===== config.mk =====
export PLATFORM = sky130hd
export DESIGN_NAME = seq1101_stream_scheduler
export DESIGN_NICKNAME = d
export VERILOG_FILES = /design/src/rtl/seq1101_stream_scheduler.sv
export SDC_FILE = /design/constraint.sdc
export NUM_CORES = 1
export LEC_CHECK = 0
export ABC_AREA = 1
export CORE_MARGIN = 1
export CORE_UTILIZATION = 35
export DETAILED_ROUTE_END_ITERATION = 6
export PLACE_DENSITY = 0.53
export SKIP_LAST_GASP = 1
export SLEW_MARGIN = 20
export SYNTH_ARGS = -nofsm -noshare
export SYNTH_HDL_FRONTEND = slang
export SYNTH_SLANG_ARGS = --single-unit

===== constraint.sdc =====
create_clock -name clk -period 3.6 [get_ports clk]
set_input_delay 0.72 -clock clk [delete_from_list [all_inputs] [get_ports clk]]
set_output_delay 0.72 -clock clk [all_outputs]
set_load 0.03 [all_outputs]

===== src/rtl/seq1101_stream_scheduler.sv =====
// rtl/seq1101_stream_scheduler.sv - round-robin time-sharing of one external 1101 finder across N_CH bit streams
// Ports:
//   clk, rst_n                     clock, asynchronous active-low reset
//   in_valid/in_bit/in_ready       per-stream serial bit offer and one-hot grant (grant is combinational)
//   chan_clr                       per-stream synchronous clear of finder state and hit counter
//   fsm_c0/fsm_c1/fsm_in           granted stream's stored state and bit, driven to the finder
//   fsm_next0/fsm_next1/fsm_out    finder's next state and same-cycle detect for the granted stream
//   det_valid/det_ch               registered detection pulse and its channel
//   cnt_sel/cnt_val                combinational readback of one channel's saturating hit counter
module seq1101_stream_scheduler #(
    parameter int N_CH  = 4,
    parameter int CH_W  = 2,
    parameter int CNT_W = 8
) (
    input  logic             clk,
    input  logic             rst_n,
    input  logic [N_CH-1:0]  in_valid,
    input  logic [N_CH-1:0]  in_bit,
    output logic [N_CH-1:0]  in_ready,
    input  logic [N_CH-1:0]  chan_clr,
    output logic             fsm_c0,
    output logic             fsm_c1,
    output logic             fsm_in,
    input  logic             fsm_next0,
    input  logic             fsm_next1,
    input  logic             fsm_out,
    output logic             det_valid,
    output logic [CH_W-1:0]  det_ch,
    input  logic [CH_W-1:0]  cnt_sel,
    output logic [CNT_W-1:0] cnt_val
);

    logic [1:0]       state_q [N_CH];
    logic [1:0]       state_d [N_CH];
    logic [CNT_W-1:0] cnt_q   [N_CH];
    logic [CNT_W-1:0] cnt_d   [N_CH];
    logic [CH_W-1:0]  rr_ptr_q, rr_ptr_d;
    logic             det_valid_q, det_valid_d;
    logic [CH_W-1:0]  det_ch_q, det_ch_d;

    logic [N_CH-1:0]  elig;
    logic             grant_vld;
    logic [CH_W-1:0]  grant_idx;
    logic [CH_W:0]    idx_w;

    // Round-robin search starting at rr_ptr. Gating with rst_n keeps the
    // grant (and therefore the finder drive) quiet while reset is held.
    // A cleared stream is never eligible, so the clear always wins.
    always_comb begin
        elig      = in_valid & ~chan_clr & {N_CH{rst_n}};
        grant_vld = 1'b0;
        grant_idx = '0;
        idx_w     = '0;
        for (int i = 0; i < N_CH; i++) begin
            idx_w = {1'b0, rr_ptr_q} + (CH_W+1)'(i);
            if (idx_w >= (CH_W+1)'(N_CH)) begin
                idx_w = idx_w - (CH_W+1)'(N_CH);
            end
            if (!grant_vld && elig[idx_w[CH_W-1:0]]) begin
                grant_vld = 1'b1;
                grant_idx = idx_w[CH_W-1:0];
            end
        end
    end

    // Next-state: clears first, then the granted stream's write-back.
    // A granted stream is never being cleared in the same cycle.
    always_comb begin
        state_d     = state_q;
        cnt_d       = cnt_q;
        rr_ptr_d    = rr_ptr_q;
        det_valid_d = 1'b0;
        det_ch_d    = det_ch_q;
        for (int k = 0; k < N_CH; k++) begin
            if (chan_clr[k]) begin
                state_d[k] = 2'b00;
                cnt_d[k]   = '0;
            end
        end
        if (grant_vld) begin
            state_d[grant_idx] = {fsm_next1, fsm_next0};
            det_valid_d        = fsm_out;
            det_ch_d           = grant_idx;
            rr_ptr_d           = (grant_idx == CH_W'(N_CH-1)) ? '0 : grant_idx + CH_W'(1);
            if (fsm_out && (cnt_q[grant_idx] != {CNT_W{1'b1}})) begin
                cnt_d[grant_idx] = cnt_q[grant_idx] + CNT_W'(1);
            end
        end
    end

    always_ff @(posedge clk or negedge rst_n) begin
        if (!rst_n) begin
            for (int k = 0; k < N_CH; k++) begin
                state_q[k] <= 2'b00;
                cnt_q[k]   <= '0;
            end
            rr_ptr_q    <= '0;
            det_valid_q <= 1'b0;
            det_ch_q    <= '0;
        end else begin
            state_q     <= state_d;
            cnt_q       <= cnt_d;
            rr_ptr_q    <= rr_ptr_d;
            det_valid_q <= det_valid_d;
            det_ch_q    <= det_ch_d;
        end
    end

    // Output drive: the finder only sees the granted stream; idle drives zeros.
    always_comb begin
        in_ready = '0;
        fsm_c0   = 1'b0;
        fsm_c1   = 1'b0;
        fsm_in   = 1'b0;
        if (grant_vld) begin
            in_ready[grant_idx] = 1'b1;
            {fsm_c1, fsm_c0}    = state_q[grant_idx];
            fsm_in              = in_bit[grant_idx];
        end
    end

    assign det_valid = det_valid_q;
    assign det_ch    = det_ch_q;
    assign cnt_val   = cnt_q[cnt_sel];

endmodule


After elaboration in Yosys (flattened, before gate mapping)
Cells that the tools add are included.

word-level totals
  register bits after elaboration = 45
  input bits = 19
  output and inout bits = 18
  word-level logic and storage cells = 105

operators by class
  add/subtract/negate cells = 9
  magnitude comparators = 13
  eq/ne operators = 2
  muxes and demuxes = 56
  bitwise gates (word level) = 5
  reductions and logical operators = 9

operator list
  kind                 count
  $mux 8               10
  $mux 32              2
  $bmux 8 s2           2
  $bwmux 32            1
  $mux 2               16
  $demux 8 s2          1
  $ge 3x3->1 const B   5
  $lt 2x3->1 const B   5
  $mux 1               14
  $bmux 1 s2           5
  $add 8x1->8 const B  1
  $and 4x4->4          2
  $bwmux 8             1
  $ne 8x8->1 const B   1
  $sub 2x1->2 const B  4
  $add 2x2->3 const B  2
  $logic_and 1x1->1    6
  $not 2->3            2
  $bmux 2 s2           1
  $demux 2 s2          1
  $mux 4               1
  $not 4->4            1
  $add 2x1->3 const B  1
  $ge 2x3->1 const B   1
  other kinds (6)      8

Depth between registers and ports, before layout
  depth after elaboration = 23
  gate-level depth with buffers = 24
  mapped depth without buffers = 21

Worst setup path after synthesis
No wires, ideal clock.

  path kind = input-to-output
  start = input port chan_clr[1]
  end = output port fsm_c0
  data arrival time = 2.714 ns
  data required time = 2.880 ns
  path slack = 0.166 ns
  cell stages on the path = 15
  path buffers = 3
  cells stage by stage = buf_2 > inv_1 > nand4_1 > nand2_1 > nand2_1 > nand2_1 > nand2_2 > nand3_2 > nand3_4 > buf_6 > buf_4 > clkinv_1 > o21a_1 > o21ai_0 > a21oi_1

between the ends
  word-level cells in the longest chain between the ends = 20
  elaborated cells on any way between the ends = 30
  classes of those cells = 20 x mux; 4 x bitwise; 6 x reduce/logical

ends and longest elaborated chain
  what                                          RTL line  text
  from (decl)                                   20        input logic [N_CH-1:0] chan_clr,
  $not 4->4 *                                   50        elig = in_valid & ~chan_clr & {N_CH{rst_n}};
  $and 4x4->4 * (2 in series)                   50
  $bmux 1 s2                                    59        if (!grant_vld && elig[idx_w[CH_W-1:0]]) begin
  $mux 1 (implied by the code)                  59
  $mux 1                                        59
  $logic_not 1->1                               59
  $logic_and 1x1->1                             59
  $mux 1                                        59
  [... 3 more ...]                              -
  $logic_not 1->1                               59
  $logic_and 1x1->1                             59
  $mux 2 *                                      59
  named net grant_idx[0]                        43        logic [CH_W-1:0] grant_idx;
  $not 2->3 (implied by the code) *             117       {fsm_c1, fsm_c0} = state_q[grant_idx];
  $bmux 2 s2 *                                  117
  $mux 2 (implied by the code) * (2 in series)  117
  $mux 1 *                                      115       if (grant_vld) begin
  to (decl)                                     21        output logic fsm_c0,

Mark *: on every way through the listed nets, which the timed path passes. The rest lies on a longest branch. The select of a mux whose other input is x is not followed.

Worst setup path in the final report
  start = input port in_valid[2]
  end = output port in_ready[1]

between the ends
  word-level cells in the longest chain between the ends = 19
  elaborated cells on any way between the ends = 30
  classes of those cells = 2 x order compare; 19 x mux; 2 x bitwise; 7 x reduce/logical

ends and longest elaborated chain
  what                                                            RTL line  text
  from (decl)                                                     17        input logic [N_CH-1:0] in_valid,
  $and 4x4->4 * (2 in series)                                     50
  $bmux 1 s2                                                      59
  $mux 1 (implied by the code)                                    59
  $mux 1                                                          59
  $logic_not 1->1                                                 59
  $logic_and 1x1->1                                               59
  $mux 1                                                          59
  $logic_not 1->1                                                 59
  [... 2 more ...]                                                -
  $logic_not 1->1                                                 59
  $logic_and 1x1->1                                               59
  $mux 2                                                          59
  $lt 2x3->1 (implied by the code) or $ge 2x1->1 (tied branches)  116       in_ready[grant_idx] = 1'b1;
  $logic_and 1x1->1 (implied by the code)                         116
  $mux 1 (implied by the code)                                    116
  $demux 1 s2                                                     116
  $mux 4 *                                                        115
  to (decl)                                                       19        output logic [N_CH-1:0] in_ready,

Every way passes the cells marked *; elsewhere a longest branch is shown, timed or not. The select of a mux whose other input is x is not followed.

==> results.md <==
- The synthesis-to-finish area growth is 26.73%.
- The floorplan step defined a die boundary enclosing 9888 µm².
- Buffers inserted to repair hold after CTS numbered 0.
- The count of warnings emitted by yosys is 0.
- The worst hold path depth is 2.
- The H-tree was split into 2 levels.
- The number of antenna violations at the first check in global routing is 0.
- The number of top-level pins is 37.
- At the worst endpoint, the required time is 2.88 ns.
- The origin of the worst min-delay path is det_ch[1].
- The path with the worst hold slack has its endpoint at det_ch[1].
- The port buffer count is 36.
- For this run, the total global-route usage over all layers was measured as 0.2153.
- The core occupancy in the finished layout is 0.4558.
- Between clock sinks in the finished design, the worst skew comes to 0.009009 ns.
- The tree built by TritonCTS fans out to 45 sinks.
- The buffer type at the clock tree root is clkbuf_8.
- For this run, the register share of the synthesized area comes to 0.3389.
- The maximum number of pins on one net before global-route repair is 34.
- The residual DRC count is 0.
- The dominant register cell in the synthesized netlist is dfrtp_1.
- The endpoint type of the worst setup path is an output port.
- The number of buffers inserted during clock tree synthesis is 5.
- The number of cells on the worst reg-to-reg path is 21.
- Along the worst path, the maximum fanout reaches 6.
- The number of library cell types mapped by synthesis is 31.
- The number of pins with negative max-slew slack in the final report was 0.
- The number of global-route vias before repair is 3152.
- At the end of routability-driven placement, the weighted congestion stood at 0.8776.
- The first global-routing pass estimated 16350 µm of wire.
- The async set or reset register ratio after synthesis is 1.000.
- The total congestion overflow after global routing is 0.
- Dividing the detail-routed via count by the number of cells gives 4.900.
- The clock passes through at most 2 buffers.
- The minimum setup slack after placement is -0.09478 ns.
- The setup slack of the critical path after layout is 0.08633 ns.
- The site row count is 35.
- The final period demand of the worst path is 3.514 ns.
- The post-route fraction of the period consumed by the critical path is 0.9760.
- Dividing the synthesized area by the synthesized cell count gives 6.824 µm².
- The instance count of the mapped netlist is 487.
- At the end of the flow, the number of nets in the layout was 582.
- The min-delay analysis places its worst path in the category reg -> reg.
- After synthesis the netlist holds a flip-flop and latch count of 45.
- The cell taking the most area after synthesis is dfrtp_1.
- By area the synthesized netlist is led by dfrtp_1 (34%), nand2_1 (16%), inv_1 (5.8%), nor2_1 (5.6%), nand3_1 (5.4%).
- The core region is 9240 µm².
- The worst setup path is launched from a primary input.
- The highest clock rate is 284.6 MHz.
- In this run the critical register-to-register path is captured at cnt_q[29].
- The repair_antennas step left the layout with diodes totalling 0.
- The number of failing hold endpoints at the final stage came to 0.
- The HPWL after detailed placement is 7460 µm.
- The pre-antenna-repair detailed-routing pass consisted of 4 iterations.
- The finished layout holds 688 standard cells, fillers aside.
- The initial utilization of the core area, before any placement, comes to 0.3596.
- The most common cell in the synthesized netlist is nand2_1.
- The count of final setup violators is 0.
- In this run the horizontal extent of the chip is 99.44 µm.
- The critical path is of the in -> out type.
- At the worst endpoint, the arrival time is 2.79 ns.
- The number of flops mapped to enable cells by yosys is 0.
- Clock-pin slew was measured on the worst setup and hold paths at 0.09 ns.
- The max-slew headroom at the worst pin is 0.6284.
- The count of antenna-violating nets left after detailed routing is 0.
- The starting DRC count in detailed routing is 237.
- At the pin with the least slew margin, the transition time is 0.5557 ns.
- The register area is 1126 µm².
- Of the post-synthesis cell area, the dominant cell type holds 0.3389.
- The die is 99.44 µm tall.
- The wire length per cell is 14.80 µm.
- In the final layout, the multi-input gates occupy 1863 µm².
- The total length of routed wires is 10180 µm.
- The filler cell count in the final layout is 984.
- The tool flagged a number of max-cap violations equal to 0.
- The worst-case register-to-register setup slack is 0.30 ns.
- The number of placed cells counting well taps is 675.
- The total via count after detailed routing is 3371.
- Synthesis produced a netlist with a net count of 511.
- The mapped cell area is 3323 µm².
- By count the netlist is led by nand2_1 (141), inv_1 (51), nor2_1 (50).
- The clock tree from TritonCTS is built.
- The startpoint identified for the worst register-to-register timing path is rr_ptr_q[0].
- In the final layout, the share of cells above drive strength 1 is 0.2165.
- The flow ran to the end, and the final reports show no timing, DRC or antenna violations.
- The latest clock arrival within the worst-skew pair is 0.30 ns.
==> layer usage <==
metal  share of wire  up-vias  track usage  wire (µm)
met5               0        -            0          0
met4           0.016        0      0.06222        164
met3           0.048       13      0.03725        491
met2            0.44       88       0.3312       4494
met1            0.49     1557       0.3096       5031
li1                -     1713            -          -
==> cells by family after synthesis <==
| kind of cell | synth area share |
|---|---|
| simple gates | 0.3934 |
| compound gates | 0.1265 |
| buf+inv | 0.1145 |
| flops | 0.3389 |
| fa+ha+maj | 0.01883 |
| xor+xnor | 0.007908 |
==> layout by cell type, fill, tap and decap left out, types with 4 or more instances in the layout <==
master           netlist  layout
nand2_1              141     134
buf_4                  4      58
inv_1                 51      49
nor2_1                50      47
dfrtp_1               45      45
nand3_1               36      35
a21oi_1               28      27
o21ai_0               24      23
nand4_1               22      22
o21ai_1               19      20
clkdlybuf4s50_1        0      16
nand2_2                9      15
nor2_2                 3       6
inv_2                  3       5
nand3_2                4       5
nand3_4                5       5
ha_1                   5       5
clkbuf_8               0       5
buf_6                  6       5
nand2_4                3       4
==> registers in the layout, indices dropped and copies added (netlist names) <==
| signal | flops |
|---|---|
| det_ch | 2 |
| rr_ptr_q | 2 |
| cnt_q | 32 |
| state_q | 8 |
| det_valid | 1 |
==> cell type report <==
cell class	instances	share of cell area
multi-input cells	363	0.4424
clock inverters	1	0.001783
inverters	56	0.05080
clock buffers	7	0.01812
well taps	129	0.03832
flip-flops and latches	45	0.2674
repair buffers	87	0.1812
==> worst max-delay path, cell delays in order <==
cell	delay (ns)
clkdlybuf4s50_1	0.50
nand2_2	0.09
o21ai_4	0.18
nand2_2	0.09
nand2_2	0.08
nand2_4	0.08
nand3_1	0.08
nand2_1	0.08
a21oi_2	0.20
buf_6	0.16
buf_6	0.12
ha_1	0.14
nand2_1	0.07
inv_2	0.07
buf_6	0.12
==> repair_timing <==
action | 4_1_cts | 5_1_grt
setup endpoints to repair | 5 | 8
resized for setup | 3 | 26
buffers inserted | 0 | 5
pin swaps | 1 | 9
==> worst max-delay path by stage <==
stage           startpoint          end  slack (ns)  cells after the start
2_1_floorplan  chan_clr[1]       fsm_c0        0.17                     15
3_3_place_gp   chan_clr[0]  in_ready[1]       -0.06                     13
3_5_place_dp   chan_clr[0]       fsm_c1       -0.09                     13
4_1_cts        chan_clr[3]       fsm_in        0.01                     16
5_1_grt        in_valid[2]  in_ready[0]       -0.05                     15
6_report       in_valid[2]  in_ready[1]        0.09                     15
==> stage by stage <==
stage                     hold WS (ns)  cell area, µm²  TNS (ns)
final                           0.4852            4212         0
after floorplan                 0.4244            3323         0
after CTS                       0.4884            4105         0
after detailed placement        0.4658            4018   -0.7924
after global routing            0.5107            4212   -0.1981
after global placement          0.4626            4018   -0.5970
Power is not shown: default switching activity piles up to over one toggle a cycle in this logic, so the estimate is an artifact.
